`src/rtl/alu_arbiter.sv`:
```
`default_nettype none
// ============================================================================
// Module   : alu_arbiter
// Brief    : Two-requester round-robin front end for a shared registered ALU,
//            returning id-tagged results over a valid/ready response channel.
// Revision : 1.0 - initial release
// ============================================================================
module alu_arbiter #(
    parameter int N_BITS = 6
) (
    input  logic              clock,
    input  logic              reset,
    input  logic              i_req0_valid,
    input  logic [N_BITS-1:0] i_req0_a,
    input  logic [N_BITS-1:0] i_req0_b,
    input  logic [N_BITS-1:0] i_req0_op,
    output logic              o_req0_ready,
    input  logic              i_req1_valid,
    input  logic [N_BITS-1:0] i_req1_a,
    input  logic [N_BITS-1:0] i_req1_b,
    input  logic [N_BITS-1:0] i_req1_op,
    output logic              o_req1_ready,
    output logic [N_BITS-1:0] o_alu_a,
    output logic [N_BITS-1:0] o_alu_b,
    output logic [N_BITS-1:0] o_alu_op,
    input  logic [N_BITS-1:0] i_alu_res,
    output logic              o_rsp_valid,
    output logic              o_rsp_id,
    output logic [N_BITS-1:0] o_rsp_data,
    input  logic              i_rsp_ready,
    output logic              o_busy
);

    localparam logic [1:0] S_IDLE = 2'd0;
    localparam logic [1:0] S_EXEC = 2'd1;
    localparam logic [1:0] S_CAPT = 2'd2;
    localparam logic [1:0] S_RESP = 2'd3;

    logic [1:0] r_state;
    logic [1:0] w_next;
    logic       r_last_grant;
    logic       r_id;
    logic       w_grant0;
    logic       w_grant1;
    logic       w_accept;

    // Round robin: on a tie the requester that was not served last wins.
    always_comb begin
        w_grant0 = 1'b0;
        w_grant1 = 1'b0;
        if (r_state == S_IDLE) begin
            w_grant0 = i_req0_valid && (!i_req1_valid || r_last_grant);
            w_grant1 = i_req1_valid && (!i_req0_valid || !r_last_grant);
        end
    end

    assign w_accept = w_grant0 || w_grant1;

    always_ff @(posedge clock or posedge reset) begin
        if (reset) begin
            r_state <= S_IDLE;
        end else begin
            r_state <= w_next;
        end
    end

    always_comb begin
        w_next = r_state;
        case (r_state)
            S_IDLE:  if (w_accept) w_next = S_EXEC;
            S_EXEC:  w_next = S_CAPT;
            S_CAPT:  w_next = S_RESP;
            S_RESP:  if (i_rsp_ready) w_next = S_IDLE;
            default: w_next = S_IDLE;
        endcase
    end

    always_comb begin
        o_req0_ready = w_grant0;
        o_req1_ready = w_grant1;
        o_busy       = (r_state != S_IDLE);
    end

    // Operand bus and response registers; operands A/B persist across IDLE.
    always_ff @(posedge clock or posedge reset) begin
        if (reset) begin
            o_alu_a      <= '0;
            o_alu_b      <= '0;
            o_alu_op     <= '0;
            o_rsp_valid  <= 1'b0;
            o_rsp_id     <= 1'b0;
            o_rsp_data   <= '0;
            r_id         <= 1'b0;
            r_last_grant <= 1'b1;
        end else begin
            case (r_state)
                S_IDLE: begin
                    if (w_accept) begin
                        o_alu_a      <= w_grant1 ? i_req1_a  : i_req0_a;
                        o_alu_b      <= w_grant1 ? i_req1_b  : i_req0_b;
                        o_alu_op     <= w_grant1 ? i_req1_op : i_req0_op;
                        r_id         <= w_grant1;
                        r_last_grant <= w_grant1;
                    end
                end
                S_CAPT: begin
                    o_rsp_data  <= i_alu_res;
                    o_rsp_valid <= 1'b1;
                    o_rsp_id    <= r_id;
                end
                S_RESP: begin
                    if (i_rsp_ready) begin
                        o_rsp_valid <= 1'b0;
                        o_alu_op    <= '0;
                    end
                end
                default: ;
            endcase
        end
    end

endmodule
`default_nettype wire

```
`config.mk`:
```
export PLATFORM = sky130hd
export DESIGN_NAME = alu_arbiter
export DESIGN_NICKNAME = d
export VERILOG_FILES = /design/src/rtl/alu_arbiter.sv
export SDC_FILE = /design/constraint.sdc
export NUM_CORES = 1
export LEC_CHECK = 0
export ABC_CLOCK_PERIOD_IN_PS = 2600
export BUFFER_PORTS_ARGS = -buffer_cell sky130_fd_sc_hd__clkbuf_2
export CAP_MARGIN = 15
export CORE_ASPECT_RATIO = 1.1
export CORE_MARGIN = 2
export CORE_UTILIZATION = 47
export CTS_BUF_LIST = sky130_fd_sc_hd__clkbuf_4 sky130_fd_sc_hd__clkbuf_8 sky130_fd_sc_hd__clkbuf_16
export DETAILED_ROUTE_END_ITERATION = 10
export PLACE_DENSITY = 0.84
export SYNTH_ARGS = -nofsm -noshare
export SYNTH_HDL_FRONTEND = slang
export SYNTH_SLANG_ARGS = --single-unit
export TNS_END_PERCENT = 100
```
`constraint.sdc`:
```
create_clock -name clock -period 2.6 [get_ports clock]
set_input_delay 0.26 -clock clock [delete_from_list [all_inputs] [get_ports clock]]
set_output_delay 0.26 -clock clock [all_outputs]
set_load 0.01 [all_outputs]
```
After elaboration in Yosys (flattened, before gate mapping):

Index checks and enable logic that the tools add are counted.

* input port bits: 47
* flip-flop bits (word level): 30
* word-level logic and storage cells: 43

* equality and inequality tests: 5
* mux-type cells: 13
* reduce and logical (&&, ||, !) cells: 16

Operators with widths (count)
* $mux W6: 5
* $pmux W6 S2: 1
* $pmux W2 S4: 1
* $reduce_and A2 Y1: 3
* $reduce_bool A2 Y1: 3
* $eq A2 B2 Y1 const B: 2
* $mux W2: 2
* $ne A2 B2 Y1 const B: 2
* $logic_not A1 Y1: 3
* $logic_or A1 B1 Y1: 3
* $mux W1: 3
* $reduce_and A3 Y1: 1
* $eq A2 B1 Y1 const B: 1
* $logic_and A1 B1 Y1: 2
* $logic_not A2 Y1: 1
* $pmux W1 S2: 1

Longest topological paths before layout:

* depth after elaboration: 7
* depth in mapped cells: 6
* depth with buffers taken out: 6

Worst setup path after synthesis:

Ideal clock, no wire load.

* kind: reg-to-reg
* start point: reg r_state[0]
* end point: reg o_alu_op[0]
* arrival time: 1.278 ns
* path buffers: 0
* setup slack: 1.199 ns
* data required time: 2.477 ns
* cell stages (with the launch flop): 7
* clock period less this slack: 1.401 ns
* cells stage by stage: dfrtp_1 inv_1 ha_1 inv_1 a211o_2 nand2_1 o21ai_1

* cells in the longest elaborated chain, start to end: 5
* elaborated cells on any way between the ends: 12
* those cells by class: 3 x eq/ne; 5 x mux; 4 x reduce/logical

Ends and longest elaborated chain
* start, declared: RTL line 39 `logic [1:0] r_state;`
* start signal, assigned: RTL line 63 `r_state <= w_next;`
* $logic_not A2 Y1: RTL line 51, 96
* $mux W1: RTL line 51 `if (r_state == S_IDLE) begin`
* $mux W6 / $logic_or A1 B1 Y1 (equally long branches): RTL line 101, 57
* $mux W6 / $ne A2 B2 Y1 (equally long branches)
* $pmux W6 S2 / $reduce_and A3 Y1 (equally long branches)
* end signal, assigned: RTL line 101 `o_alu_op <= w_grant1 ? i_req1_op : i_req0_op;`
* end, declared: RTL line 25 `output logic [N_BITS-1:0] o_alu_op,`

Several ways; a longest one is shown, not always the timed one. The select of a mux whose other input is x is not followed.
A chain may end at the register's enable or synchronous reset.

Worst setup path in the final report:

* start point: reg r_state[0]
* end point: out o_req1_ready

* cells in the longest elaborated chain, start to end: 2

Ends and longest elaborated chain
* $logic_not A2 Y1: RTL line 51
* $mux W1: RTL line 51
* end, declared: RTL line 22 `output logic o_req1_ready,`

No other way between the ends.

==> metrics.cfg <==
[status]
status=finished, final reports clean

[pwr]
p_leak_uw=0.00110
power_frac_seq=0.388
p_int_uw=1300
p_clk_frac=0.144
power_frac_comb=0.469
power_uw=2110
ir_drop_v=0.000897
power-per-cell-area_nw_per_um2=1130
switchingPower_uw=811
sw_frac_of_total=0.385

[cts]
clockBufferDepth=2
hold_buffers=1
post_cts_buffers=0
cts_sinks=30
cts-root-buf=clkbuf_4
numCtsBuffers=5
cts_tree=yes
cts_max_level=2
cts-resized-gates=0
clk-insertion-delay-late_ns=0.32
clk_pin_slew_worst_paths_ns=0.08

[timing]
slew_violations=0
period_needed_ns=2.17
min_period_over_period=0.835
layout_setup_ws_ns=0.429
setup_viol=0
tns_ns=0
tightest_slew_ns=0.651
slew_headroom=0.566
fmax_mhz=461
final_hold_viol_count=0
rsz0062_at_grt=false
fin_worst_skew_ns=0.0130

[yosys]
yosys.area.top_type=dfrtp_1
ys_async_sr_fraction=1.00
ys_seq_area_frac=0.540
synth_edf_count=0
synth_ff_type=dfrtp_1
syn_area_um2=1390
yosys.area_share.simple=0.0952
synth_compound_gate_area_share=0.0970
synth_cell_types=18
synth.top_cell.area_share=0.521
synthCells=127
ys_ff_latch=30
synth_most_common_cell=dfrtp_1
synth_fa_ha_area_frac=0.0359
synthTopCellsByArea=dfrtp_1 52%, mux2i_1 13%, nand2_1 6.7%
synth-xor-area-share=0
synthTopCellsByCount=29 x dfrtp_1, 25 x nand2_1, 18 x mux2i_1
yosysWarnings=0
syn_avg_cell_area_um2=11.0
synth_nets=178
synth_top_family_by_area=multiplexers
muxShareOfSynthArea=0.186

[worst_hold_path]
min_path_type=input pin to flop
hold_depth=2

[critical_path]
cp.arrival_ns=1.91
worstRegToRegCells=5
critPathRequiredTime_ns=2.34
rrSetupSlack_ns=0.75
endpoint=o_req1_ready
crit_fanout=21
r2r_start=r_state[0]
rr_endpoint=o_alu_b[2]
cp-startpoint=r_state[0]
critical_path_class=flop to output port
start_kind=flop
end_kind=output port

[global_routing]
antenna_found_initial=0
grt_pass1_wl_mm=4.68
grt_pass1_vias=1059
overflow=0
grtUsageTotal=0.183
grt_max_degree=31

[cells_and_area]
antenna_cells=0
final_layout_size_suffix_gt1_frac=0.462
area_delta_synth_final_pct=33.8
n_fill_cell=251
fin_nets=258

[floorplanning]
design.die.area_um2=3410
die_w_um=55.9
die_y_um=61.1
start_util=0.497
row_count=20
coreArea_um2=2800
io_pins=76

[route]
final_antenna_net_count=0
drc=0
vias=1184
wire_per_inst_um=12.4
vias_per_cell=4.91
firstDrtPassIters=4
drt_iter0_drc=15
routed_wl_mm=2.99

[placed_design]
place_ws_ns=0.728
port_buffers=75
hpwl_mm=2.36
gp_congestion=0.725

[job]
cap_violations=0

[flip-flops by register name, indices dropped and copies added (netlist names)]
| register | cells |
|---|---|
| o_alu_a | 6 |
| o_alu_b | 6 |
| o_alu_op | 6 |
| o_rsp_data | 6 |
| r_state | 2 |
| o_rsp_id | 1 |
| o_rsp_valid | 1 |
| r_id | 1 |
| r_last_grant | 1 |
[power by group through the flow]
stage          clock network (µW)  logic [µW]  registers (µW)
2_1_floorplan                   0         554             908
3_3_place_gp                    0         955             816
3_5_place_dp                    0        1010             829
4_1_cts                       311        1010             820
5_1_grt                       333        1100             845
6_report                      302         988             817
[cell type report]
cell class	instances	area, µm²	area share
sequential	30	752	0.404
inverter	7	26.3	0.0141
timing repair buffer	78	400	0.215
clock buffer	8	66.3	0.0356
tap	33	41.3	0.0222
multi-input combinational	85	577	0.310
[cell usage in the layout (no fill, tap or decap), types with 2 or more instances in the layout]
master    count
clkbuf_2     75
dfrtp_1      29
nand2_1      25
mux2i_1      18
o21ai_0      13
o21ai_1       9
inv_1         7
mux2_2        7
clkbuf_4      7
ha_1          4
a21oi_1       3
buf_4         2
[cell families after synthesis]
group,Yosys count
flops,30
buf+inv,12
mux,25
compound gates,26
simple gates,30
fa+ha+maj,4
[stage by stage]
stage,cells,instance area (µm²),util,hold WS [ns]
floorplan,127,1390,-,0.350
global placement,232,1790,0.638,0.327
detailed placement,232,1790,0.638,0.348
CTS,241,1860,0.665,0.129
global route,241,1860,0.665,0.128
finish,241,1860,0.665,0.140
[worst min path at each step]
stage | from | end | slack [ns]
after floorplan | reset | o_alu_a[0] | 0.35
after global placement | reset | o_rsp_data[5] | 0.33
after detailed placement | reset | o_rsp_data[1] | 0.35
after CTS | i_rsp_ready | o_rsp_valid | 0.13
after global routing | i_rsp_ready | o_rsp_valid | 0.13
final | i_rsp_ready | o_rsp_valid | 0.14
[routing by layer]
metal	wire, µm	global-route usage
met5	0	0
met4	32	0.0612
met3	269	0.0756
met2	1500	0.315
met1	1190	0.213
[worst max-delay path, stage by stage (launching register included)]
cell and delay [ns]:
dfrtp_1 0.38, inv_1 0.12, ha_1 0.25, nand3_2 0.53, inv_1 0.17, clkbuf_2 0.15
Power figures use the tool's default switching activity.
